File: src/rtl/pc_pkg.sv
// pc_pkg: shared states, alignment masks and increments for the program-counter unit
package pc_pkg;
    localparam int PC_XLEN = 32;
    localparam logic [1:0] ST_BOOT = 2'd0;
    localparam logic [1:0] ST_RUN = 2'd1;
    localparam logic [1:0] ST_HALT = 2'd2;
    typedef enum logic [1:0] {BOOT = ST_BOOT, RUN = ST_RUN, HALT = ST_HALT} pc_state_e;
    localparam logic [1:0] ALIGN_MASK_32 = 2'b11;
    localparam logic [1:0] ALIGN_MASK_16 = 2'b01;
    localparam logic [2:0] INC_32 = 3'd4;
    localparam logic [2:0] INC_16 = 3'd2;
endpackage

File: src/rtl/pc_unit_if.sv
// pc_unit_if: fetch handshake and control bus between the core and pc_unit
interface pc_unit_if import pc_pkg::*; #(parameter int XLEN = PC_XLEN) ();
    logic fetch_ready, stall, redirect_valid, trap_valid, halt_req, resume, inst_is_16;
    logic [XLEN-1:0] redirect_target, pc, misalign_addr;
    logic pc_valid, misalign_err, halted;
    modport master(
        output fetch_ready, stall, redirect_valid, redirect_target, trap_valid, halt_req, resume, inst_is_16,
        input pc, pc_valid, misalign_err, misalign_addr, halted
    );
    modport slave(
        input fetch_ready, stall, redirect_valid, redirect_target, trap_valid, halt_req, resume, inst_is_16,
        output pc, pc_valid, misalign_err, misalign_addr, halted
    );
endinterface

File: src/rtl/pc_next_sel.sv
// pc_next_sel: next-pc priority mux and alignment check; PC_UNIT_RVC_EN enables 2-byte steps/alignment
module pc_next_sel import pc_pkg::*; #(
    parameter int XLEN = PC_XLEN,
    parameter logic [XLEN-1:0] TRAP_VECTOR = XLEN'(32'h0000_0100)
) (
    input  logic [XLEN-1:0] pc,
    input  logic            trap_valid,
    input  logic            redirect_valid,
    input  logic [XLEN-1:0] redirect_target,
    input  logic            stall,
    input  logic            fetch_ready,
    input  logic            inst_is_16,
    output logic [XLEN-1:0] next_pc,
    output logic            misalign
);
`ifdef PC_UNIT_RVC_EN
    localparam logic [1:0] ALIGN_MASK = ALIGN_MASK_16;
    logic [XLEN-1:0] inc;
    assign inc = XLEN'(inst_is_16 ? INC_16 : INC_32);
`else
    localparam logic [1:0] ALIGN_MASK = ALIGN_MASK_32;
    logic [XLEN-1:0] inc;
    logic unused_inst_is_16;
    assign inc = XLEN'(INC_32);
    assign unused_inst_is_16 = inst_is_16;
`endif
    // trap beats redirect; a bad redirect target falls back to the trap vector
    always_comb begin
        misalign = redirect_valid && !trap_valid && ((redirect_target[1:0] & ALIGN_MASK) != 2'b00);
        next_pc = (trap_valid || misalign) ? TRAP_VECTOR :
                  redirect_valid ? redirect_target :
                  (stall || !fetch_ready) ? pc : pc + inc;
    end
endmodule

File: src/rtl/pc_unit.sv
// pc_unit: fetch PC register with BOOT/RUN/HALT control; PC_UNIT_RVC_EN handled in pc_next_sel
module pc_unit import pc_pkg::*; #(
    parameter int XLEN = PC_XLEN,
    parameter logic [XLEN-1:0] RESET_VECTOR = '0,
    parameter logic [XLEN-1:0] TRAP_VECTOR = XLEN'(32'h0000_0100)
) (
    input logic       clk,
    input logic       reset,
    pc_unit_if.slave  bus
);
    logic [1:0] state;
    logic [XLEN-1:0] next_pc;
    logic misalign, hold, go_halt;
    assign hold = bus.stall || bus.halt_req || state == ST_HALT;
    assign go_halt = (state == ST_HALT) ? !bus.resume : bus.halt_req;
    pc_next_sel #(.XLEN(XLEN), .TRAP_VECTOR(TRAP_VECTOR)) u_next_sel (
        .pc(bus.pc),
        .trap_valid(bus.trap_valid),
        .redirect_valid(bus.redirect_valid),
        .redirect_target(bus.redirect_target),
        .stall(hold),
        .fetch_ready(bus.fetch_ready),
        .inst_is_16(bus.inst_is_16),
        .next_pc(next_pc),
        .misalign(misalign)
    );
    // state machine and registered outputs; BOOT ignores inputs for one cycle
    always_ff @(posedge clk) begin
        if (reset) begin
            state <= ST_BOOT;
            bus.pc <= RESET_VECTOR;
            bus.pc_valid <= 1'b0;
            bus.misalign_err <= 1'b0;
            bus.misalign_addr <= '0;
            bus.halted <= 1'b0;
        end else if (state == ST_BOOT) begin
            state <= ST_RUN;
            bus.pc_valid <= 1'b1;
            bus.misalign_err <= 1'b0;
        end else begin
            state <= go_halt ? ST_HALT : ST_RUN;
            bus.pc <= next_pc;
            bus.pc_valid <= !go_halt;
            bus.halted <= go_halt;
            bus.misalign_err <= misalign;
            if (misalign) bus.misalign_addr <= bus.redirect_target;
        end
    end
endmodule

File: src/flat_wrapper.sv
// flat-port wrapper written by rule: the top's interface ports become plain ports
module pc_unit_flat import pc_pkg::*;
#(
    parameter int XLEN = PC_XLEN,
    parameter logic [XLEN-1:0] RESET_VECTOR = '0,
    parameter logic [XLEN-1:0] TRAP_VECTOR = XLEN'(32'h0000_0100)
)
  (clk, reset, bus_fetch_ready, bus_stall, bus_redirect_valid, bus_redirect_target, bus_trap_valid, bus_halt_req, bus_resume, bus_inst_is_16, bus_pc, bus_pc_valid, bus_misalign_err, bus_misalign_addr, bus_halted);
  pc_unit_if #(.XLEN(XLEN)) bus_i ();
  input logic clk;
  input logic reset;
  input wire logic [$bits(bus_i.fetch_ready)-1:0] bus_fetch_ready;
  input wire logic [$bits(bus_i.stall)-1:0] bus_stall;
  input wire logic [$bits(bus_i.redirect_valid)-1:0] bus_redirect_valid;
  input wire logic [$bits(bus_i.redirect_target)-1:0] bus_redirect_target;
  input wire logic [$bits(bus_i.trap_valid)-1:0] bus_trap_valid;
  input wire logic [$bits(bus_i.halt_req)-1:0] bus_halt_req;
  input wire logic [$bits(bus_i.resume)-1:0] bus_resume;
  input wire logic [$bits(bus_i.inst_is_16)-1:0] bus_inst_is_16;
  output wire logic [$bits(bus_i.pc)-1:0] bus_pc;
  output wire logic [$bits(bus_i.pc_valid)-1:0] bus_pc_valid;
  output wire logic [$bits(bus_i.misalign_err)-1:0] bus_misalign_err;
  output wire logic [$bits(bus_i.misalign_addr)-1:0] bus_misalign_addr;
  output wire logic [$bits(bus_i.halted)-1:0] bus_halted;
  assign bus_i.fetch_ready = bus_fetch_ready;
  assign bus_i.stall = bus_stall;
  assign bus_i.redirect_valid = bus_redirect_valid;
  assign bus_i.redirect_target = bus_redirect_target;
  assign bus_i.trap_valid = bus_trap_valid;
  assign bus_i.halt_req = bus_halt_req;
  assign bus_i.resume = bus_resume;
  assign bus_i.inst_is_16 = bus_inst_is_16;
  assign bus_pc = bus_i.pc;
  assign bus_pc_valid = bus_i.pc_valid;
  assign bus_misalign_err = bus_i.misalign_err;
  assign bus_misalign_addr = bus_i.misalign_addr;
  assign bus_halted = bus_i.halted;
  pc_unit #(.XLEN(XLEN), .RESET_VECTOR(RESET_VECTOR), .TRAP_VECTOR(TRAP_VECTOR)) u_core (.clk(clk), .reset(reset), .bus(bus_i));
endmodule
File: config.mk
export PLATFORM = sky130hd
export DESIGN_NAME = pc_unit_flat
export DESIGN_NICKNAME = d
export VERILOG_FILES = /design/src/rtl/pc_pkg.sv /design/src/rtl/pc_unit_if.sv /design/src/rtl/pc_next_sel.sv /design/src/rtl/pc_unit.sv /design/src/flat_wrapper.sv
export SDC_FILE = /design/constraint.sdc
export NUM_CORES = 1
export LEC_CHECK = 0
export CAP_MARGIN = 20
export CORE_ASPECT_RATIO = 0.7
export CORE_MARGIN = 1
export CORE_UTILIZATION = 43
export CTS_BUF_LIST = sky130_fd_sc_hd__clkbuf_16
export DETAILED_ROUTE_END_ITERATION = 16
export HOLD_SLACK_MARGIN = 0.1
export PLACE_DENSITY = 0.73
export SLEW_MARGIN = 5
export SYNTH_ARGS = -nofsm -noshare
export SYNTH_HDL_FRONTEND = slang
export SYNTH_HIERARCHICAL = 1
export SYNTH_SLANG_ARGS = --single-unit
File: constraint.sdc
create_clock -name clk -period 4.4 [get_ports clk]
set_input_delay 0.44 -clock clk [delete_from_list [all_inputs] [get_ports clk]]
set_output_delay 0.44 -clock clk [all_outputs]
set_load 0.01 [all_outputs]
==> flow_metrics.py <==
metrics = {
    "placed_design": {
        "hpwl_um": 6880,
        "placed_area_sq_um": 5040,
        "routabilityCongestion": 0.753,
        "port_buffers": 106,
    },
    "cells_and_area": {
        "nNetsFinal": 598,
        "final_cell_mix": "clkdlybuf4s50_1, dfxtp_1, nand2b_1, a21oi_1, o21ai_0",
        "syn_to_final_growth_pct": 33.3,
        "design_area_sq_um": 5290,
        "diodes": 0,
        "final_common_cell": "clkdlybuf4s50_1",
        "n_fill_cell": 828,
        "post_route_cells_drive_above_1_share": 0.0642,
    },
    "sta": {
        "hold_ws_ps": 469,
        "finalCriticalPeriod_ps": 2680,
        "slew_headroom": 0.289,
        "setup_violations": 0,
        "worst_pin_slew_ps": 1070,
        "skew_ps": 4.31,
        "setup_tns_ps": 0,
        "rsz0062_at_grt": "no",
        "fmax_mhz": 373,
        "hold_viol": 0,
        "timing.final.max_slew_violations": 0,
        "period_share": 0.610,
    },
    "drt": {
        "via_count": 3677,
        "first_pass_iters": 4,
        "drtAntennaViolNets": 0,
        "route.detailed.drc": 0,
        "drt_iter0_markers": 221,
        "viasPerCell": 5.40,
        "wirelength_um": 10600,
        "drt-wirelength-per-cell_um": 15.5,
    },
    "yosys": {
        "yosys_warnings": 6,
        "synth_flop_cell": "dfxtp_1",
        "synthTopCellsByArea": "dfxtp_1, nand2b_1, mux2i_1",
        "syn-num-nets": 516,
        "synth_cell_type_count": 44,
        "synth_top_area_frac": 0.343,
        "avgSynthCellArea_sq_um": 8.37,
        "yosysTopAreaCell": "dfxtp_1",
        "ys_ff_latch": 68,
        "seq_area_frac_synth": 0.343,
        "synth-edff-count": 0,
        "postSynth.asyncResetShare": 0,
        "syn_area_sq_um": 3970,
        "syn-instance-count": 474,
    },
    "floorplanning": {
        "die_y_um": 82.4,
        "start_util": 0.457,
        "die-area_sq_um": 9620,
        "rows": 28,
        "die_w_um": 117,
        "core_sq_um": 8690,
        "ios": 108,
    },
    "global_route": {
        "antenna_found_initial": 0,
        "grt-busiest-layer": "met2",
        "grt_pass1_wl_um": 16500,
        "grt_overflow": 0,
        "grt_pass1_vias": 3388,
        "grt_max_degree": 71,
        "met1_usage": 0.299,
        "grt.total_usage": 0.225,
        "met3_usage": 0.0839,
        "grt_use_met2": 0.348,
    },
    "clocking": {
        "post_cts_resized": 0,
        "clkTransAtPathRegs_ps": 50,
        "clock_tree.root_cell": "clkbuf_16",
        "h-tree-depth": 3,
        "cts_hold_repair.buffers": 0,
        "clk_latency_ps": 330,
        "clock_sinks": 68,
        "cts_buffers": 9,
        "post-cts-setup-buffer-count": 0,
        "clk_path_buf_depth": 2,
        "cts_tree": "done",
    },
    "setup_path": {
        "cp_max_fo": 7,
        "critPathArrivalTime_ps": 2950,
        "endpoint_kind": "register",
        "worst_setup_path_start_kind": "input pin",
        "crit_type": "in2reg",
        "cp.required_ps": 4670,
    },
    "pwr": {
        "peakVddDrop_mv": 0.206,
        "powerDensity_nw_per_um2": 283,
        "p_leak_nw": 1.71,
    },
    "run_status": {
        "status": "finished, final reports clean",
    },
    "job": {
        "cap_viol_max_count": 0,
    },
    "min_path": {
        "hp-class": "reg2reg",
    },
}
## report_power, final
group / internal, mW / leakage (nW) / switching (mW) / total, mW
combinational: 0.114 / 1.03 / 0.107 / 0.221
clock: 0.367 / 0.136 / 0.253 / 0.621
sequential: 0.637 / 0.552 / 0.0191 / 0.656
## per-layer routing
layer  vias up  routed length (um)
li1       1825                   -
met2       117                4650
met4         0                  85
met3         8                 960
met1      1727                4870
met5         -                   0
## cell families after synthesis
logic type,share of synthesized area
flip-flops,0.343
adder cells (fa/ha/maj),0.00315
XOR/XNOR,0.0640
multiplexers,0.0883
AND/OR/NAND/NOR,0.294
AO/OA/AOI/OAI,0.154
buffers and inverters,0.0530
## Yosys cell counts, drive strengths merged (2+ instances only)
library cell and number:
inv 5, nand4b 2, o21ai 54, xor2 18, nand3 12, mux2i 35, o21ba 2, nor2b 2
xnor2 11, dfxtp 68, and2 4, a21oi 56, or3b 32, nand2 10, o31ai 2, nor2 16
nand4 11, nor3 9, nand2b 66, nor4 6, nand3b 2, clkbuf 26, buf 15
## registers in the layout, summed over array words and instances, names as in the netlist
signal / cells
u_core/state: 1
u_core/bus.pc: 32
u_core/bus.misalign_addr: 32
u_core/bus.halted: 1
u_core/bus.pc_valid: 1
u_core/bus.misalign_err: 1
## worst paths after layout
path	startpoint	slack, ps	cells past startpoint	endpoint
setup / recovery	bus_halt_req	1720	10	u_core/bus.pc[14]$_SDFFE_PP0P_
hold reg to reg	u_core/bus.misalign_addr[18]$_SDFFE_PP0P_	470	2	u_core/bus.misalign_addr[18]$_SDFFE_PP0P_
setup reg to reg	u_core/bus.pc[6]$_SDFFE_PP0P_	1840	7	u_core/bus.pc[17]$_SDFFE_PP0P_
hold / removal	u_core/bus.misalign_addr[18]$_SDFFE_PP0P_	470	2	u_core/bus.misalign_addr[18]$_SDFFE_PP0P_
## worst max-delay path, stage by stage
cell,delay [ps]
clkdlybuf4s50_1,440
nor2_1,110
o21ai_0,240
nand3b_1,490
nor4_1,540
nand3_1,150
xor2_1,160
a21oi_1,130
o21ai_0,90
a21oi_1,150
## layout make-up
type,count,area (sq um),share of cell area
clock buffers,9,225,0.0426
clock inverters,7,27.5,0.00520
inverters,5,18.8,0.00355
multi-input cells,360,2400,0.453
flip-flops and latches,68,1360,0.258
well taps,120,150,0.0284
repair buffers,112,1110,0.210
## through the flow
| stage | util | cells | setup slack, ps | power, mW |
|---|---|---|---|---|
| 3_3_place_gp | 0.578 | 664 | 1440 | 0.882 |
| 4_1_cts | 0.609 | 681 | 1740 | 1.52 |
| 6_report | 0.609 | 681 | 1720 | 1.50 |
| 3_5_place_dp | 0.580 | 665 | 1370 | 0.889 |
| 5_1_grt | 0.609 | 681 | 1470 | 1.56 |
| 2_1_floorplan | - | 474 | 2150 | 0.784 |
Note: power is estimated with default switching activity, not from simulation.
